File: src/rtl/bcd9999_scan_pkg.sv
// Shared constants and types for the four-digit BCD counter and display scanner.
// Included by the counter top and its decade sub-module.
package bcd9999_scan_pkg;

  localparam int         NUM_DIGITS   = 4;
  localparam logic [3:0] BCD_MAX      = 4'd9;
  localparam logic [3:0] DIG_SEL_IDLE = 4'b1111;

  typedef logic [1:0] dig_idx_t;

  // Active-low select with only the indexed digit driven.
  function automatic logic [3:0] dig_sel_onehot_n(input dig_idx_t idx);
    return ~(4'b0001 << idx);
  endfunction

endpackage

File: src/rtl/bcd9999_scan_bcd_digit.sv
// One BCD decade (0..9) with increment, decrement and synchronous clear.
// Carry and borrow are combinational so that four decades ripple in a single cycle.
module bcd_digit
  import bcd9999_scan_pkg::*;
(
  input  logic       clk,
  input  logic       rst_n,
  input  logic       clr_i,
  input  logic       inc_i,
  input  logic       dec_i,
  output logic [3:0] digit_o,
  output logic       carry_o,
  output logic       borrow_o
);

  logic [3:0] digit_q;
  logic [3:0] digit_d;

  always_comb begin
    digit_d = digit_q;
    if (clr_i) begin
      digit_d = 4'd0;
    end else if (inc_i) begin
      digit_d = (digit_q == BCD_MAX) ? 4'd0 : digit_q + 4'd1;
    end else if (dec_i) begin
      digit_d = (digit_q == 4'd0) ? BCD_MAX : digit_q - 4'd1;
    end else begin
      digit_d = digit_q;
    end
  end

  always_ff @(posedge clk or negedge rst_n) begin
    if (!rst_n) begin
      digit_q <= 4'd0;
    end else begin
      digit_q <= digit_d;
    end
  end

  assign digit_o  = digit_q;
  assign carry_o  = inc_i && (digit_q == BCD_MAX);
  assign borrow_o = dec_i && (digit_q == 4'd0);

endmodule

File: src/rtl/bcd9999_scan.sv
// Four-digit BCD up/down counter with a count prescaler and a time-multiplexed
// digit scanner that feeds the seven-segment decoder and the active-low digit selects.
module bcd9999_scan
  import bcd9999_scan_pkg::*;
#(
  parameter int CNT_DIV  = 50_000_000,
  parameter int SCAN_DIV = 50_000,
  parameter bit BLANK_LZ = 1'b1
) (
  input  logic        clk,
  input  logic        rst_n,
  input  logic        en_i,
  input  logic        up_i,
  input  logic        clr_i,
  output logic [15:0] value_o,
  output logic        wrap_o,
  output logic [3:0]  hex_o,
  output logic [3:0]  dig_sel_o
);

  localparam int PW = (CNT_DIV > 1) ? $clog2(CNT_DIV) : 1;
  localparam int SW = (SCAN_DIV > 1) ? $clog2(SCAN_DIV) : 1;
  localparam logic [PW-1:0] PRE_LAST  = PW'(CNT_DIV - 1);
  localparam logic [SW-1:0] SCAN_LAST = SW'(SCAN_DIV - 1);

  logic [PW-1:0] pre_q, pre_d;
  logic [SW-1:0] scan_q, scan_d;
  dig_idx_t      idx_q, idx_d;
  logic          wrap_q, wrap_d;
  logic [3:0]    hex_q, hex_d;
  logic [3:0]    sel_q, sel_d;
  logic          tick_s;
  logic [3:0]    d0_s, d1_s, d2_s, d3_s;
  logic          c0_s, c1_s, c2_s, c3_s;
  logic          b0_s, b1_s, b2_s, b3_s;
  logic [3:0]    blank_s;

  assign tick_s = en_i && (pre_q == PRE_LAST);

  // Ripple chain: units digit steps on the tick, higher digits on carry/borrow.
  bcd_digit u_d0 (.clk(clk), .rst_n(rst_n), .clr_i(clr_i), .inc_i(tick_s && up_i),
                  .dec_i(tick_s && !up_i), .digit_o(d0_s), .carry_o(c0_s), .borrow_o(b0_s));
  bcd_digit u_d1 (.clk(clk), .rst_n(rst_n), .clr_i(clr_i), .inc_i(c0_s),
                  .dec_i(b0_s), .digit_o(d1_s), .carry_o(c1_s), .borrow_o(b1_s));
  bcd_digit u_d2 (.clk(clk), .rst_n(rst_n), .clr_i(clr_i), .inc_i(c1_s),
                  .dec_i(b1_s), .digit_o(d2_s), .carry_o(c2_s), .borrow_o(b2_s));
  bcd_digit u_d3 (.clk(clk), .rst_n(rst_n), .clr_i(clr_i), .inc_i(c2_s),
                  .dec_i(b2_s), .digit_o(d3_s), .carry_o(c3_s), .borrow_o(b3_s));

  always_comb begin
    pre_d  = pre_q;
    wrap_d = 1'b0;
    if (clr_i) begin
      pre_d  = '0;
      wrap_d = 1'b0;
    end else if (tick_s) begin
      pre_d  = '0;
      wrap_d = c3_s || b3_s;
    end else if (en_i) begin
      pre_d  = pre_q + PW'(1);
    end else begin
      pre_d  = pre_q;
    end
  end

  always_comb begin
    scan_d = scan_q + SW'(1);
    idx_d  = idx_q;
    if (scan_q == SCAN_LAST) begin
      scan_d = '0;
      idx_d  = idx_q + 2'd1;
    end else begin
      idx_d  = idx_q;
    end
  end

  // A digit is blank when it and every digit above it are zero; digit 0 always shows.
  always_comb begin
    blank_s = 4'b0000;
    if (BLANK_LZ) begin
      blank_s[3] = (d3_s == 4'd0);
      blank_s[2] = blank_s[3] && (d2_s == 4'd0);
      blank_s[1] = blank_s[2] && (d1_s == 4'd0);
      blank_s[0] = 1'b0;
    end else begin
      blank_s = 4'b0000;
    end
  end

  always_comb begin
    hex_d = 4'd0;
    case (idx_q)
      2'd0:    hex_d = d0_s;
      2'd1:    hex_d = d1_s;
      2'd2:    hex_d = d2_s;
      2'd3:    hex_d = d3_s;
      default: hex_d = 4'd0;
    endcase
    sel_d = blank_s[idx_q] ? DIG_SEL_IDLE : dig_sel_onehot_n(idx_q);
  end

  always_ff @(posedge clk or negedge rst_n) begin
    if (!rst_n) begin
      pre_q  <= '0;
      scan_q <= '0;
      idx_q  <= 2'd0;
      wrap_q <= 1'b0;
      hex_q  <= 4'd0;
      sel_q  <= 4'b1110;
    end else begin
      pre_q  <= pre_d;
      scan_q <= scan_d;
      idx_q  <= idx_d;
      wrap_q <= wrap_d;
      hex_q  <= hex_d;
      sel_q  <= sel_d;
    end
  end

  assign value_o   = {d3_s, d2_s, d1_s, d0_s};
  assign wrap_o    = wrap_q;
  assign hex_o     = hex_q;
  assign dig_sel_o = sel_q;

endmodule

File: config.mk
export PLATFORM = sky130hd
export DESIGN_NAME = bcd9999_scan
export DESIGN_NICKNAME = d
export VERILOG_FILES = /design/src/rtl/bcd9999_scan_pkg.sv /design/src/rtl/bcd9999_scan_bcd_digit.sv /design/src/rtl/bcd9999_scan.sv
export SDC_FILE = /design/constraint.sdc
export NUM_CORES = 1
export LEC_CHECK = 0
export ABC_AREA = 1
export BUFFER_PORTS_ARGS = -buffer_cell sky130_fd_sc_hd__buf_2
export CAP_MARGIN = 25
export CORE_UTILIZATION = 40
export CTS_BUF_LIST = sky130_fd_sc_hd__clkbuf_16
export DETAILED_ROUTE_END_ITERATION = 10
export GPL_TIMING_DRIVEN = 0
export PLACE_DENSITY = 0.59
export SLEW_MARGIN = 20
export SYNTH_ARGS = -nofsm -noshare
export SYNTH_HDL_FRONTEND = slang
export SYNTH_SLANG_ARGS = --single-unit
export TNS_END_PERCENT = 100
File: constraint.sdc
create_clock -name clk -period 2.7 [get_ports clk]
set_clock_uncertainty 0.15 [all_clocks]
set_input_delay 0.54 -clock clk [delete_from_list [all_inputs] [get_ports clk]]
set_output_delay 0.54 -clock clk [all_outputs]
set_load 0.02 [all_outputs]
==> metrics.csv, run 1 <==
metric;value;unit
drc;0;
hold_buffers;0;
wl;10570;µm
synth_cells;584;
yosysUniqueCellTypes;41;
clkLatencyLatePin;340;ps
antenna_found_initial;0;
synth_mux_area_frac;0;
layout-drive-gt1-share;0.1270;
die_y;106.6;µm
root_buffer;clkbuf_16;
first_pass_iters;5;
dp_hpwl;7956;µm
clockBufferDepth;2;
fmax;425.8;MHz
synth-async-reset-ratio;1.000;
port_buffers;29;
critPathLaunchType;register;
crit_fanout;10;
synth_xor_area_frac;0.03001;
cap_violations;0;
status;finished clean;
clock_sinks;69;
synth-adder-area-share;0.05430;
ios;30;
initial_core_util;0.4184;
ctsResizeCount;0;
final_common_cell;nand2_1;
cp_common_cell;nand2_1;
drt_iter0_drc;242;
ys_ff_latch;69;
syn-num-nets;608;
ys_seq_area_frac;0.3953;
layout_common_cells;nand2_1 (136), inv_1 (74), dfrtp_1 (66);
cp_slowest_cell;dfrtp_1;
worstPathRequired;2810;ps
crit_family;simple AND/OR/NAND/NOR gates;
setup_viol_count_final;0;
slowest_delay;420;ps
cts_buffers;9;
crit_chain;ha_1 > nand3_1 > clkinv_1 > nand2_1 > nor2_4 > nand2_1 > nand2_1 > inv_1 > buf_2 > o21ai_0 > a21oi_1;
grt_pass1_vias;3794;
critPathBufInv;3;
fp.dieW;106.6;µm
synth_edf_count;0;
holdWs;11.95;ps
avgViaCountPerCell;5.189;
maxSlewHeadroom;0.3928;
fin_crit_sh;0.8699;
grt_max_degree;37;
dieArea;11370;µm²
grt_pass1_wl;17820;µm
fin_nets;649;
synthToLayoutAreaGrowth;14.58;%
pre_cts_slack;377.3;ps
worst-r2r-cell-count;11;
p_leak;2.363;nW
cp.arrival;2450;ps
avgRoutedWirePerCell;13.78;µm
synth_top_family_by_area;simple AND/OR/NAND/NOR gates;
tns;0;ps
grt_overflow;0;
p_per_area;531.2;nW/µm²
cts_setup_buffers;0;
timing.rr.end;pre_q[11]$_DFFE_PN0P_;
hold_viol;0;
vdd_ir_drop_max;0.2298;mV
fillCellCount;1045;
final.setup.worst_slack;351.4;ps
yosys_warnings;0;
ys.flop_type;dfrtp_1;
rsz0062_at_grt;false;
htreeDepth;3;
cp-end-kind;register;
rr_startpoint;pre_q[1]$_DFFE_PN0P_;
netlist_area;4378;µm²
synth_simple_gate_area_frac;0.3341;
coreArea;10460;µm²
synth_compound_area_frac;0.1083;
clkTransAtPathRegs;60;ps
grt_use_total;0.1994;
gp_congestion;0.8524;
slew_violations;0;
syn_avg_cell_area;7.496;µm²
tightest_slew;903.2;ps
critical_path_class;register to register;
hold_path_class;primary input to async pin;
ff2ff_setup_slack;350;ps
num_vias;3980;
cts_tree;built;
rows;37;
period_needed;2349;ps
detail-route-antenna-nets;0;
## per-stage QoR
step / util / instance area, µm² / std cells / power, mW
finish: 0.4794 / 5016 / 767 / 2.665
global route: 0.4792 / 5014 / 766 / 2.806
CTS: 0.4792 / 5014 / 766 / 2.702
detailed placement: 0.4507 / 4716 / 750 / 1.493
global placement: 0.4486 / 4693 / 749 / 1.480
floorplan: - / 4378 / 584 / 1.367
## kinds of logic after synthesis
family / after synthesis
simple gates: 311
buf+inv: 88
compound gates: 82
flops: 69
fa+ha+maj: 19
xor+xnor: 15
## area by class of cell
type / instances / area, µm² / area share
clock buffers: 9 / 225.2 / 0.04490
well taps: 136 / 170.2 / 0.03392
clock inverters: 7 / 72.57 / 0.01447
multi-input cells: 427 / 2306 / 0.4597
flip-flops and latches: 69 / 1730 / 0.3450
repair buffers: 30 / 167.7 / 0.03342
plain buffers: 5 / 30.03 / 0.005987
diodes: 1 / 2.502 / 0.0004989
inverters: 83 / 311.5 / 0.06211
## routing by layer
layer | GRT usage | wire length [µm] | part of all wire
met2 | 0.3327 | 4912 | 0.46
met1 | 0.2520 | 5018 | 0.47
met4 | 0.07339 | 218 | 0.021
met3 | 0.04438 | 422 | 0.040
met5 | 0 | 0 | 0
## registers in the layout, indices dropped and copies added, names as in the netlist
| signal | cells |
|---|---|
| u_d0.digit_o | 4 |
| u_d2.digit_o | 4 |
| hex_o | 4 |
| scan_q | 16 |
| u_d3.digit_o | 4 |
| u_d1.digit_o | 4 |
| idx_q | 2 |
| pre_q | 26 |
| wrap_o | 1 |
| dig_sel_o | 4 |
## report_power, final
group	internal, mW	switching (mW)	leakage, nW	total [mW]
clock network	0.719	0.467	0.144	1.19
registers	1.06	0.0582	0.930	1.12
logic	0.118	0.240	1.29	0.358
## Yosys cell counts, types with 3 or more instances
cell,instances,area share
nand2_1,136,0.12
inv_1,74,0.063
dfrtp_1,66,0.38
nor2_1,57,0.049
nand3_1,47,0.054
o21ai_0,29,0.033
a21oi_1,24,0.027
ha_1,19,0.054
nand4_1,19,0.027
nor3_1,17,0.019
xor2_1,11,0.022
nor4_1,8,0.011
inv_2,6,0.0051
nor2_4,6,0.015
o22ai_1,6,0.0086
a211oi_1,5,0.0086
a31oi_1,5,0.0071
nor2_2,4,0.0057
nor3b_1,4,0.0069
o211ai_1,4,0.0069
xnor2_1,4,0.0080
buf_2,3,0.0034
clkinv_1,3,0.0026
dfstp_2,3,0.018
o21ai_1,3,0.0034
## worst register-to-register path: stages, from the launching register on
cell      delay [ps]
dfrtp_1          420
ha_1             230
nand3_1          130
clkinv_1         130
nand2_1          130
nor2_4            60
nand2_1           70
nand2_1          290
inv_1            150
buf_2            250
o21ai_0          120
a21oi_1          140
## worst max path at each step
stage,startpoint,end,slack [ps],cells past startpoint
final,pre_q[1]$_DFFE_PN0P_,pre_q[11]$_DFFE_PN0P_,350,11
after detailed placement,pre_q[1]$_DFFE_PN0P_,pre_q[11]$_DFFE_PN0P_,380,11
after global placement,pre_q[1]$_DFFE_PN0P_,pre_q[11]$_DFFE_PN0P_,390,11
after global routing,pre_q[1]$_DFFE_PN0P_,pre_q[19]$_DFFE_PN0P_,160,11
after floorplan,pre_q[1]$_DFFE_PN0P_,u_d3.digit_o[0]$_DFFE_PN0P_,810,13
after CTS,pre_q[1]$_DFFE_PN0P_,pre_q[11]$_DFFE_PN0P_,370,11
Note: power is estimated with default switching activity, not from simulation.
==> inputs of run 2 (changes only) <==
--- a/config.mk
+++ b/config.mk
@@ -12,6 +12,7 @@
 export CTS_BUF_LIST = sky130_fd_sc_hd__clkbuf_16
 export DETAILED_ROUTE_END_ITERATION = 10
 export GPL_TIMING_DRIVEN = 0
+export MAX_ROUTING_LAYER = met4
 export PLACE_DENSITY = 0.59
 export SLEW_MARGIN = 20
 export SYNTH_ARGS = -nofsm -noshare
==> run 2 against run 1 <==
Net effect:
- final area hardly changed
- sequential cell count stayed put
- worst setup slack worse by 9.9 ps
- hold slack hardly changed
- largest power group unchanged
- highest routed layer unchanged
==> metrics.csv, run 2 (same netlist as run 1, synthesis figures left out) <==
metric;value;unit;change
antenna_found_initial;0;;unchanged
cts_buffers;9;;unchanged
hold_buffers;0;;unchanged
ctsResizeCount;0;;unchanged
cp_common_cell;nand2_1;;
cap_violations;0;;unchanged
num_vias;3984;;+0.10%
hold_viol;0;;unchanged
first_pass_iters;7;;+2
final_common_cell;nand2_1;;
initial_core_util;0.4184;;unchanged
drt_iter0_drc;258;;+6.6%
dp_cells;750;;unchanged
gp_congestion;0.8659;;+1.6%
clock_sinks;69;;unchanged
clockBufferDepth;2;;unchanged
root_buffer;clkbuf_16;;
pre_cts_slack;377.3;ps;unchanged
drc;0;;unchanged
fin_cells;766;;-0.13%
ff2ff_setup_slack;340;ps;about the same
fillCellCount;1044;;-0.096%
cp_slowest_cell;dfrtp_1;;
avgRoutedWirePerCell;13.87;µm;+0.65%
final.setup.worst_slack;341.4;ps;-9.917 ps
coreArea;10460;µm²;unchanged
dp_hpwl;7956;µm;unchanged
p_leak;2.363;nW;about the same
die_y;106.6;µm;unchanged
critPathLaunchType;register;;
largest-register;pre_q;;
grt_use_total;0.2043;;+0.004966
slew_violations;0;;unchanged
wl;10630;µm;+0.52%
p_clk_frac;0.445;;about the same
grt_overflow;0;;unchanged
finalPower;2.664;mW;about the same
p_comb_frac;0.135;;about the same
holdWs;12.12;ps;+0.1711 ps
critical_path_class;register to register;;
tns;0;ps;unchanged
rows;37;;unchanged
p_int;1.900;mW;about the same
fin_crit_sh;0.8735;;+0.003673
swShare;0.2870;;about the same
setup_viol_count_final;0;;unchanged
clkLatencyLatePin;340;ps;about the same
grt_max_degree;37;;unchanged
fp.dieW;106.6;µm;unchanged
antenna_cells;0;;-1
dieArea;11370;µm²;unchanged
ios;30;;unchanged
port_buffers;29;;unchanged
cp.arrival;2460;ps;about the same
cts_tree;built;;
avgViaCountPerCell;5.201;;+0.23%
crit_fanout;10;;unchanged
fin_nets;649;;unchanged
top_regs;pre_q (26), scan_q (16);;
utilization;0.4792;;about the same
crit_chain;ha_1 > nand3_1 > clkinv_1 > nand2_1 > nor2_4 > nand2_1 > nand2_1 > inv_1 > buf_2 > o21ai_0 > a21oi_1;;
detail-route-antenna-nets;0;;unchanged
p_sw;0.7647;mW;about the same
maxSlewHeadroom;0.3919;;-0.0009630
period_needed;2359;ps;+9.917 ps
stdcell_area;5014;µm²;about the same
synthToLayoutAreaGrowth;14.52;%;about the same
p_seq_frac;0.421;;about the same
layout_common_cells;nand2_1 (136), inv_1 (74), dfrtp_1 (66);;
fmax;424.0;MHz;-0.42%
cts_setup_buffers;0;;unchanged
worstPathRequired;2810;ps;about the same
p_per_area;531.4;nW/µm²;about the same
hold_path_class;primary input to async pin;;
clkTransAtPathRegs;60;ps;about the same
cp-end-kind;register;;
rsz0062_at_grt;false;;
grt_pass1_wl;17800;µm;-0.11%
slowest_delay;420;ps;about the same
htreeDepth;3;;unchanged
grt_pass1_vias;3783;;-0.29%
tightest_slew;904.7;ps;+1.432 ps
vdd_ir_drop_max;0.2300;mV;about the same
largest_reg_flops;26;;unchanged
status;finished clean;;
dpl_cell_area;4716;µm²;unchanged
layout-drive-gt1-share;0.1270;;unchanged
## run 2: cell count changes in the layout (fill, tap and decap cells not counted)
cell and change:
diode_2 -1
## run 2: power groups by stage
stage,sequential [mW],clock [mW],combinational (mW)
2_1_floorplan,1.15,0,0.214
3_3_place_gp,1.13,0,0.345
3_5_place_dp,1.14,0,0.357
4_1_cts,1.12,1.23,0.359
5_1_grt,1.13,1.27,0.409
6_report,1.12,1.19,0.359
## run 2: worst paths after layout
check	from	endpoint	cells after the start
setup reg to reg	pre_q[1]$_DFFE_PN0P_	pre_q[11]$_DFFE_PN0P_	11
hold reg to reg	scan_q[0]$_DFF_PN0_	scan_q[0]$_DFF_PN0_	1
min in group clk	scan_q[0]$_DFF_PN0_	scan_q[0]$_DFF_PN0_	1
setup / recovery	pre_q[1]$_DFFE_PN0P_	pre_q[11]$_DFFE_PN0P_	11
hold / removal	rst_n	scan_q[3]$_DFF_PN0_	1
max in group asynchronous	rst_n	dig_sel_o[3]$_DFF_PN1_	2
## run 2: layout make-up
type,count,area [µm²],area share
sequential,69,1730,0.3451
clock buffer,9,225.2,0.04492
tap,136,170.2,0.03394
clock inverter,7,72.57,0.01447
buffer,5,30.03,0.005990
inverter,83,311.5,0.06214
multi-input combinational,427,2306,0.4599
timing repair buffer,30,167.7,0.03344
## run 2: metal layers
metal  vias up  track usage  routed length (µm)
li1       2023            -                   -
met1      1851       0.2528                5078
met2        90       0.3323                4888
met3        20      0.04073                 438
met4         0      0.07339                 221
met5         -            -                   0
## run 2: worst max-delay path: cells and delay by family, from the launching register on
kind	cells	cell delay, ps
buf+inv	3	530
fa+ha+maj	1	230
simple gates	5	680
flops	1	420
compound gates	2	260
==> inputs of run 3 (changes only) <==
--- a/config.mk
+++ b/config.mk
@@ -5,7 +5,6 @@
 export SDC_FILE = /design/constraint.sdc
 export NUM_CORES = 1
 export LEC_CHECK = 0
-export ABC_AREA = 1
 export BUFFER_PORTS_ARGS = -buffer_cell sky130_fd_sc_hd__buf_2
 export CAP_MARGIN = 25
 export CORE_UTILIZATION = 40
==> run 3 against run 2 <==
Net effect:
- via count shrank 11%
- synthesized area is 3.3% lower
- global-route usage up 0.30 points
- non-clock buffer count up 17
- synthesized cell count down 21%
- largest cell class unchanged
==> metrics.csv, run 3 <==
metric;value;unit;change
status;finished clean;;
synth_top_area_share;0.3901;;+0.01282
grt_use_total;0.2073;;+0.002960
layout-drive-gt1-share;0.1650;;+0.03805
initial_core_util;0.4120;;-0.006461
slew_violations;0;;unchanged
synth-async-reset-ratio;1.000;;unchanged
fp.dieW;104.9;µm;-1.6%
grt_pass1_wl;17470;µm;-1.8%
netlist_area;4234;µm²;-3.3%
yosysUniqueCellTypes;66;;+61%
antenna_cells;0;;unchanged
ys_seq_area_frac;0.4087;;+0.01343
htreeDepth;3;;unchanged
clockBufferDepth;2;;unchanged
syn_avg_cell_area;9.185;µm²;+23%
grt_pass1_vias;3500;;-7.5%
cap_violations;0;;unchanged
holdWs;342.1;ps;+330.0 ps
synth.most_common_cell;dfrtp_1;;
p_leak;2.144;nW;-9.2%
antenna_found_initial;0;;unchanged
maxSlewHeadroom;0.4630;;+0.07117
crit_chain;inv_1 > ha_2 > or3b_4 > or4_4 > o41ai_2 > o21ai_1 > a211oi_1;;
fin_crit_sh;0.9463;;+0.07274
drt_iter0_drc;159;;-38%
root_buffer;clkbuf_16;;
rows;37;;unchanged
top_regs;pre_q (26), scan_q (16);;
setup_viol_count_final;0;;unchanged
cp_slowest_cell;or4_4;;
synth_edf_count;0;;unchanged
detail-route-antenna-nets;0;;unchanged
avgViaCountPerCell;5.478;;+5.3%
cp.arrival;2650;ps;+190 ps
grt_overflow;0;;unchanged
clkLatencyLatePin;330;ps;about the same
port_buffers;28;;-3.4%
cp-end-kind;register;;
fmax;391.4;MHz;-7.7%
tns;0;ps;unchanged
yosys-top-cells-area;dfrtp_1 (39%), ha_1 (5.6%), nor2_1 (4.9%);;
ios;30;;unchanged
gp_congestion;0.8667;;about the same
coreArea;10280;µm²;-1.8%
cts_buffers;9;;unchanged
avgRoutedWirePerCell;15.73;µm;+13%
yosys_warnings;0;;unchanged
synth_common_cells;dfrtp_1 (66), nor2_1 (55), nand2_1 (39), nand3_1 (31), xor2_1 (23);;
drc;0;;unchanged
cts_setup_buffers;0;;unchanged
syn-num-nets;485;;-20%
p_per_area;442.4;nW/µm²;-17%
critPathBufInv;1;;-2
vdd_ir_drop_max;0.2928;mV;+27%
rsz0062_at_grt;false;;
synth_cells;461;;-21%
dp_hpwl;7338;µm;-7.8%
crit_fanout;9;;-1
synthToLayoutAreaGrowth;15.63;%;
cts_tree;built;;
final_common_cell;dfrtp_1;;
worstPathRequired;2800;ps;about the same
largest_reg_flops;26;;unchanged
critPathLaunchType;register;;
dieArea;11000;µm²;-3.2%
fin_nets;528;;-19%
grt_max_degree;45;;+22%
crit_family;simple AND/OR/NAND/NOR gates;;
largest-register;pre_q;;
ys_ff_latch;69;;unchanged
clock_sinks;69;;unchanged
layout_common_cells;dfrtp_1 (62), nor2_1 (55), nand2_1 (39);;
wl;10140;µm;-4.5%
tightest_slew;798.1;ps;-106.6 ps
hold_viol;0;;unchanged
critical_path_class;register to register;;
num_vias;3533;;-11%
ys.flop_type;dfrtp_1;;
synth_top_area_cell;dfrtp_1;;
first_pass_iters;5;;-2
hold_path_class;register to register;;
die_y;104.9;µm;-1.6%
period_needed;2555;ps;+196.4 ps
slowest_delay;520;ps;+100 ps
ff2ff_setup_slack;150;ps;-200 ps
clkTransAtPathRegs;60;ps;about the same
==> run 3: cells by family (layout without fill, tap and decap cells) <==
family	Yosys count	in the layout	synth area share
AOI/OAI and AO/OA	72	72	0.1144
muxes	8	8	0.02275
and+or+nand+nor	215	215	0.2733
adders and majority gates	19	19	0.05615
buffers and inverters	40	88	0.04610
DFF	69	69	0.4087
xor gates and xnor gates	38	38	0.07861
==> run 3: area by class of cell <==
type / instances / area (µm²)
tap: 136 / 170.2
clock inverter: 7 / 33.78
timing repair buffer: 32 / 190.2
buffer: 20 / 123.9
multi-input combinational: 352 / 2342
sequential: 69 / 1735
fill: 991 / 5381
inverter: 20 / 75.07
clock buffer: 9 / 225.2
==> run 3: path summary, 6_finish.rpt <==
path	startpoint	end	depth (start not counted)
worst max-delay path	u_d2.digit_o[1]$_DFFE_PN0P_	u_d3.digit_o[3]$_DFFE_PN0P_	7
worst min-delay path	scan_q[0]$_DFF_PN0_	scan_q[0]$_DFF_PN0_	1
worst max register to register	u_d2.digit_o[1]$_DFFE_PN0P_	u_d3.digit_o[3]$_DFFE_PN0P_	7
worst min register to register	scan_q[0]$_DFF_PN0_	scan_q[0]$_DFF_PN0_	1
max in group asynchronous	rst_n	u_d2.digit_o[0]$_DFFE_PN0P_	3
min in group asynchronous	rst_n	u_d1.digit_o[2]$_DFFE_PN0P_	2
==> run 3: timing repair <==
item	CTS	global route
hold buffers	1	0
hold endpoints to repair	22	0
resized for setup	0	17
endpoints found under the setup margin	0	30
==> run 3: where the power goes <==
| group | leakage (nW) | switching [mW] | internal, mW |
|---|---|---|---|
| combinational | 1.08 | 0.0526 | 0.0233 |
| clock | 0.131 | 0.444 | 0.606 |
| sequential | 0.932 | 0.00289 | 1.04 |
==> run 3: per-stage QoR <==
step                utilization  setup WS (ps)  total power, mW  cell area, µm²  std cells
floorplan                     -          225.6            1.090            4234        461
global placement         0.4422          18.92            1.126            4544        625
detailed placement       0.4461          37.49            1.133            4584        628
CTS                      0.4722          24.87            2.186            4853        645
global route             0.4764          7.091            2.242            4896        645
finish                   0.4764          145.0            2.166            4896        645
==> run 3: per-layer routing <==
| metal | global-route usage | wire length [µm] | vias up |
|---|---|---|---|
| met5 | - | 0 | - |
| met4 | 0.09859 | 312 | 0 |
| met3 | 0.03493 | 339 | 27 |
| met2 | 0.3382 | 4979 | 73 |
| met1 | 0.2499 | 4512 | 1693 |
| li1 | - | - | 1740 |
